**config.mk**
```make
export PLATFORM = sky130hd
export DESIGN_NAME = fp_normalize
export DESIGN_NICKNAME = d
export VERILOG_FILES = /design/src/rtl/fp_normalize.sv
export SDC_FILE = /design/constraint.sdc
export NUM_CORES = 1
export LEC_CHECK = 0
export BUFFER_PORTS_ARGS = -buffer_cell sky130_fd_sc_hd__buf_2
export CAP_MARGIN = 20
export CORE_MARGIN = 2
export CORE_UTILIZATION = 50
export DETAILED_ROUTE_END_ITERATION = 8
export PLACE_DENSITY_LB_ADDON = 0.15
export SYNTH_ARGS = -nofsm -noshare
export SYNTH_HDL_FRONTEND = slang
export SYNTH_SLANG_ARGS = --single-unit
```
**constraint.sdc**
```tcl
create_clock -name clk -period 2.3 [get_ports clk]
set_clock_uncertainty 0.05 [all_clocks]
set_input_delay 0.115 -clock clk [delete_from_list [all_inputs] [get_ports clk]]
set_output_delay 0.115 -clock clk [all_outputs]
set_load 0.02 [all_outputs]
```
**src/rtl/fp_normalize.sv**
```systemverilog
// fp_normalize: normalizes a raw floating-point sum into a packed IEEE-754
// single. A carry is handled with one right shift. A missing hidden bit is
// handled with left shifts, one per cycle, until the hidden bit is set or the
// exponent reaches its denormal floor. The output is held in DONE until it is
// taken.
module fp_normalize (
  input  logic        clk,
  input  logic        rst_n,
  input  logic        in_valid,
  output logic        in_ready,
  input  logic        sum_sign,
  input  logic [7:0]  sum_exp,
  input  logic [24:0] sum_mantissa,
  output logic        out_valid,
  input  logic        out_ready,
  output logic [31:0] result,
  output logic        overflow,
  output logic        underflow,
  output logic        zero
);

  localparam logic [1:0] IDLE = 2'd0;
  localparam logic [1:0] NORM = 2'd1;
  localparam logic [1:0] DONE = 2'd2;

  logic [1:0]  state;
  logic        sign_q;
  logic [24:0] mant_q;
  logic [7:0]  exp_q;
  logic [31:0] result_q;
  logic        overflow_q;
  logic        underflow_q;
  logic        zero_q;
  logic [7:0]  exp_inc;

  assign in_ready  = (state == IDLE);
  assign out_valid = (state == DONE);
  assign result    = result_q;
  assign overflow  = overflow_q;
  assign underflow = underflow_q;
  assign zero      = zero_q;

  // Exponent after a carry right-shift. The working exponent never exceeds
  // 0xFE here because 0xFF inputs bypass NORM, so this cannot wrap.
  assign exp_inc = exp_q + 8'd1;

  // Control FSM plus the working and result registers. All three flags are
  // written on every entry to DONE, so at most one of them is ever set.
  always_ff @(posedge clk) begin
    // NOTE: reset is sampled on the clock edge, so it lives inside the
    // clocked block. Every register, including the working mantissa and
    // exponent, is cleared so that nothing from an aborted operation leaks
    // out.
    if (!rst_n) begin
      state       <= IDLE;
      sign_q      <= 1'b0;
      mant_q      <= '0;
      exp_q       <= '0;
      result_q    <= '0;
      overflow_q  <= 1'b0;
      underflow_q <= 1'b0;
      zero_q      <= 1'b0;
    end else begin
      case (state)
        IDLE: begin
          if (in_valid) begin
            sign_q <= sum_sign;
            mant_q <= sum_mantissa;
            exp_q  <= (sum_exp == 8'h00) ? 8'h01 : sum_exp;
            if (sum_exp == 8'hFF) begin
              // Inf/NaN: pass the fraction through untouched.
              result_q    <= {sum_sign, 8'hFF, sum_mantissa[22:0]};
              overflow_q  <= 1'b0;
              underflow_q <= 1'b0;
              zero_q      <= 1'b0;
              state       <= DONE;
            end else begin
              state <= NORM;
            end
          end
        end

        NORM: begin
          if (mant_q == 25'd0) begin
            result_q    <= {sign_q, 31'd0};
            overflow_q  <= 1'b0;
            underflow_q <= 1'b0;
            zero_q      <= 1'b1;
            state       <= DONE;
          end else if (mant_q[24]) begin
            // Carry: shift right by one and truncate the LSB.
            mant_q <= mant_q >> 1;
            exp_q  <= exp_inc;
            if (exp_inc == 8'hFF) begin
              result_q   <= {sign_q, 8'hFF, 23'd0};
              overflow_q <= 1'b1;
            end else begin
              result_q   <= {sign_q, exp_inc, mant_q[23:1]};
              overflow_q <= 1'b0;
            end
            underflow_q <= 1'b0;
            zero_q      <= 1'b0;
            state       <= DONE;
          end else if (mant_q[23]) begin
            result_q    <= {sign_q, exp_q, mant_q[22:0]};
            overflow_q  <= 1'b0;
            underflow_q <= 1'b0;
            zero_q      <= 1'b0;
            state       <= DONE;
          end else if (exp_q == 8'h01) begin
            // Exponent floor reached without a hidden bit: denormal.
            result_q    <= {sign_q, 8'h00, mant_q[22:0]};
            overflow_q  <= 1'b0;
            underflow_q <= 1'b1;
            zero_q      <= 1'b0;
            state       <= DONE;
          end else begin
            // One left shift per cycle. A nonzero mantissa with bit 23 clear
            // reaches bit 23 within 23 shifts, which bounds the loop.
            mant_q <= mant_q << 1;
            exp_q  <= exp_q - 8'd1;
          end
        end

        DONE: begin
          if (out_ready) begin
            state <= IDLE;
          end
        end

        default: state <= IDLE;
      endcase
    end
  end

endmodule

```
==> results.txt <==
----------------------------------------------------
[Status]
  Run status ... complete, no violations

[Floorplan]
  Horizontal extent of the die ... 94.3 µm
  Height of the die ... 94.3 µm
  Die footprint ... 8890 µm²
  Starting Density ... 52.2%
  Core Box Area ... 7810 µm²
  Number of core rows ... 32
  Top-Level Pins ... 75

[GRT]
  Wire length of the first global-routing pass ... 20500 µm
  Number of global-route vias before repair ... 4125
  GRT Overall Usage ... 29.0%
  Maximum number of pins on one net before global-route repair ... 48
  GRT Residual Overflow ... 0
  Antenna violations before repair ... 0

[Setup path]
  Worst setup EP type ... register
  Crit-path max FO ... 22
  Data required time at the worst endpoint ... 2540 ps
  Data arrival, critical path ... 2450 ps
  Worst Setup Start Kind ... register
  CP Class ... register to register

[Clocking]
  TritonCTS clock tree ... done
  Number of clock sinks ... 71
  CTS root buffer ... sky130_fd_sc_hd__clkbuf_8
  Max clock buf depth ... 2
  Maximum level of the CTS H-tree ... 3
  Clock latency reported for the late side of the worst-skew pair ... 350 ps
  Clock slew at reported path FFs ... 90 ps
  Total CTS buffers ... 9

[Hold path]
  Class of the tightest hold or removal check ... input pin to register

[Placed design]
  # placed instances ... 638
  GP Congestion ... 0.871
  HPWL after detailed placement ... 7950 µm
  Count of input and output buffers ... 74
  Standard cell area after detailed placement ... 4650 µm²

[Yosys]
  Fraction of registers with async set or reset after synthesis ... 0%
  Number of synthesized register bits ... 71
  Distinct cell type count of the synthesized netlist ... 61
  Number of synthesis warnings ... 0
  Number of flops mapped to enable cells by yosys ... 0
  Most used DFF post-synth ... sky130_fd_sc_hd__dfxtp_1
  Syn Inst Count ... 472
  Avg Cell Area, Syn ... 8.63 µm²
  Synthesized net count ... 514
  Netlist area before placement ... 4070 µm²
  Sequential share of the synthesized area ... 34.9%

[Timing]
  Setup TNS ... 0 ps
  Maximum operating frequency ... 452 MHz
  Setup-violating endpoint count in the final report ... 0
  Minimum clock period after layout ... 2210 ps
  Number of failing hold endpoints at the final stage ... 0
  Worst Max-Slew Pin Slew ... 739 ps
  Final Slew Violations ... 0
  Final Cycle Share ... 96.2%
  Max transition margin ... 50.7%
  Unrepaired setup endpoints after global routing ... false

[Finish]
  NumNets Final ... 618
  Fraction of layout cells with a size suffix above 1 ... 28.1%
  Final design area excluding fillers ... 5230 µm²
  Area growth from synthesis to layout ... 28.3%
  Number of fill cells in the layout ... 670
  Number of inserted diodes ... 0
  Number of standard cells in the final layout excluding fillers ... 682

[Flow run]
  # Max-Cap Violations ... 0

[Drt]
  Post-route DRC ... 0
  Final wirelength ... 12500 µm
  First-iteration detailed-routing DRC count ... 255
  Mean routed wirelength per cell ... 18.4 µm
  Number of nets with antenna violations after routing ... 0
  First-pass iteration count of the detailed router ... 4
  DR vias/cell ... 6.31
  Total vias in the final route ... 4305

[Power]
  Total leakage power ... 2.05 nW
  Peak supply drop ... 0.416 mV
  Total power per unit cell area ... 831 nW/µm²

----------------------------------------------------
==> synthesized netlist by cell type, drive strengths merged, types with 2 or more instances <==
library cell / instances / area, µm²
or3: 4 / 30.0
xnor2: 2 / 17.5
nor2: 55 / 206
ha: 4 / 50.1
nor2b: 4 / 25.0
nand2b: 2 / 12.5
o2bb2ai: 5 / 43.8
nor4: 7 / 43.8
o211ai: 5 / 42.5
a221oi: 23 / 201
nand4: 11 / 68.8
o32ai: 2 / 17.5
o221a: 2 / 22.5
a22o: 23 / 201
xor2: 3 / 26.3
nand3: 10 / 62.6
a211oi: 3 / 22.5
clkbuf: 20 / 75.1
a21oi: 29 / 168
o21a: 3 / 22.5
a221o: 22 / 220
mux2i: 24 / 240
inv: 6 / 22.5
and4: 2 / 17.5
a22oi: 2 / 15.0
o21ai: 21 / 105
buf: 24 / 149
a2111oi: 3 / 45.1
nor3: 35 / 191
or4: 2 / 15.0
a311oi: 3 / 26.3
and3: 3 / 18.8
nand2: 22 / 85.1
dfxtp: 71 / 1420
==> stage by stage <==
stage / utilization, % / worst slack [ps] / hold WS [ps] / total power, mW
floorplan: - / 4.36 / 201 / 2.67
finish: 66.9 / 86.3 / 8.97 / 4.34
detailed placement: 59.5 / -68.0 / 310 / 3.18
CTS: 65.7 / 43.5 / 0.637 / 4.27
global placement: 59.5 / 51.1 / 303 / 3.16
global route: 66.9 / 17.0 / 23.7 / 4.57
==> layout by cell type, fill, tap and decap left out, types with 11 or more instances in the layout <==
master                          netlist  layout
sky130_fd_sc_hd__nand4_1             11      11
sky130_fd_sc_hd__buf_2               11      74
sky130_fd_sc_hd__o21ai_0             21      21
sky130_fd_sc_hd__mux2i_1             24      24
sky130_fd_sc_hd__dfxtp_1             71      67
sky130_fd_sc_hd__a22o_1              23      23
sky130_fd_sc_hd__dlygate4sd3_1        0      24
sky130_fd_sc_hd__a221o_1             22      22
sky130_fd_sc_hd__nor2_1              55      55
sky130_fd_sc_hd__buf_4                4      34
sky130_fd_sc_hd__a21oi_1             25      25
sky130_fd_sc_hd__nand2_1             21      21
sky130_fd_sc_hd__a221oi_1            23      23
sky130_fd_sc_hd__nor3_1              33      26
==> what timing repair did <==
item | in CTS | in global routing
setup buffers | 2 | 2
hold buffers | 24 | 0
hold endpoints to repair | 25 | 0
cloned | 1 | 0
pin swaps | 2 | 1
resized for setup | 3 | 17
endpoints found under the setup margin | 27 | 53
==> critical path: stages, from the launching register on <==
cell and delay, ps:
sky130_fd_sc_hd__dfxtp_2 370, sky130_fd_sc_hd__buf_6 150, sky130_fd_sc_hd__ha_1 150, sky130_fd_sc_hd__nor4b_4 300, sky130_fd_sc_hd__a21oi_1 180, sky130_fd_sc_hd__or3_4 390, sky130_fd_sc_hd__a21oi_2 210, sky130_fd_sc_hd__buf_12 190
sky130_fd_sc_hd__a22o_1 150
==> layer usage <==
layer / GRT usage, % / up-vias / wire length (µm)
met1: 39.0 / 2094 / 5680
met3: 4.01 / 22 / 699
li1: - / 2035 / -
met4: 11.1 / 0 / 295
met5: 0 / - / 0
met2: 46.9 / 154 / 5860
==> worst paths after layout <==
check                                  to  cells after the start                    start  slack, ps
setup reg to reg  mant_q[11]$_SDFFE_PN0P_                      8    exp_q[0]$_SDFFE_PN0P_         90
setup / recovery  mant_q[11]$_SDFFE_PN0P_                      8    exp_q[0]$_SDFFE_PN0P_         90
hold / removal     result[0]$_SDFFE_PN0P_                      3          sum_mantissa[0]          9
hold reg to reg   result[24]$_SDFFE_PN0P_                      1  result[24]$_SDFFE_PN0P_        410
==> final cells by class <==
type / count / area [µm²] / share of cell area [%]
multi-input cells: 352 / 2520 / 48.3
flip-flops and latches: 71 / 1430 / 27.3
repair buffers: 136 / 928 / 17.8
clock buffers: 10 / 138 / 2.63
well taps: 102 / 128 / 2.44
clock inverters: 5 / 58.8 / 1.13
inverters: 6 / 22.5 / 0.431
==> flip-flops by register name, summed over array words and instances, names as in the netlist <==
signal	cells
exp_q	8
underflow	1
sign_q	1
overflow	1
result	32
zero	1
state	2
mant_q	25
==> cell families (layout without fill, tap and decap cells) <==
family | after synthesis | count (layout) | synth area share, %
and+or+nand+nor | 163 | 163 | 20.6
AOI/OAI and AO/OA | 155 | 156 | 30.2
DFF | 71 | 71 | 34.9
buffers and inverters | 50 | 157 | 6.05
muxes | 24 | 24 | 5.90
xor gates and xnor gates | 5 | 5 | 1.08
adders and majority gates | 4 | 4 | 1.23
==> report_power, final <==
part / switching [mW] / internal [mW]
sequential: 0.245 / 1.42
clock: 0.502 / 0.525
combinational: 0.946 / 0.706
total: 1.69 / 2.65
Power figures use the tool's default switching activity.
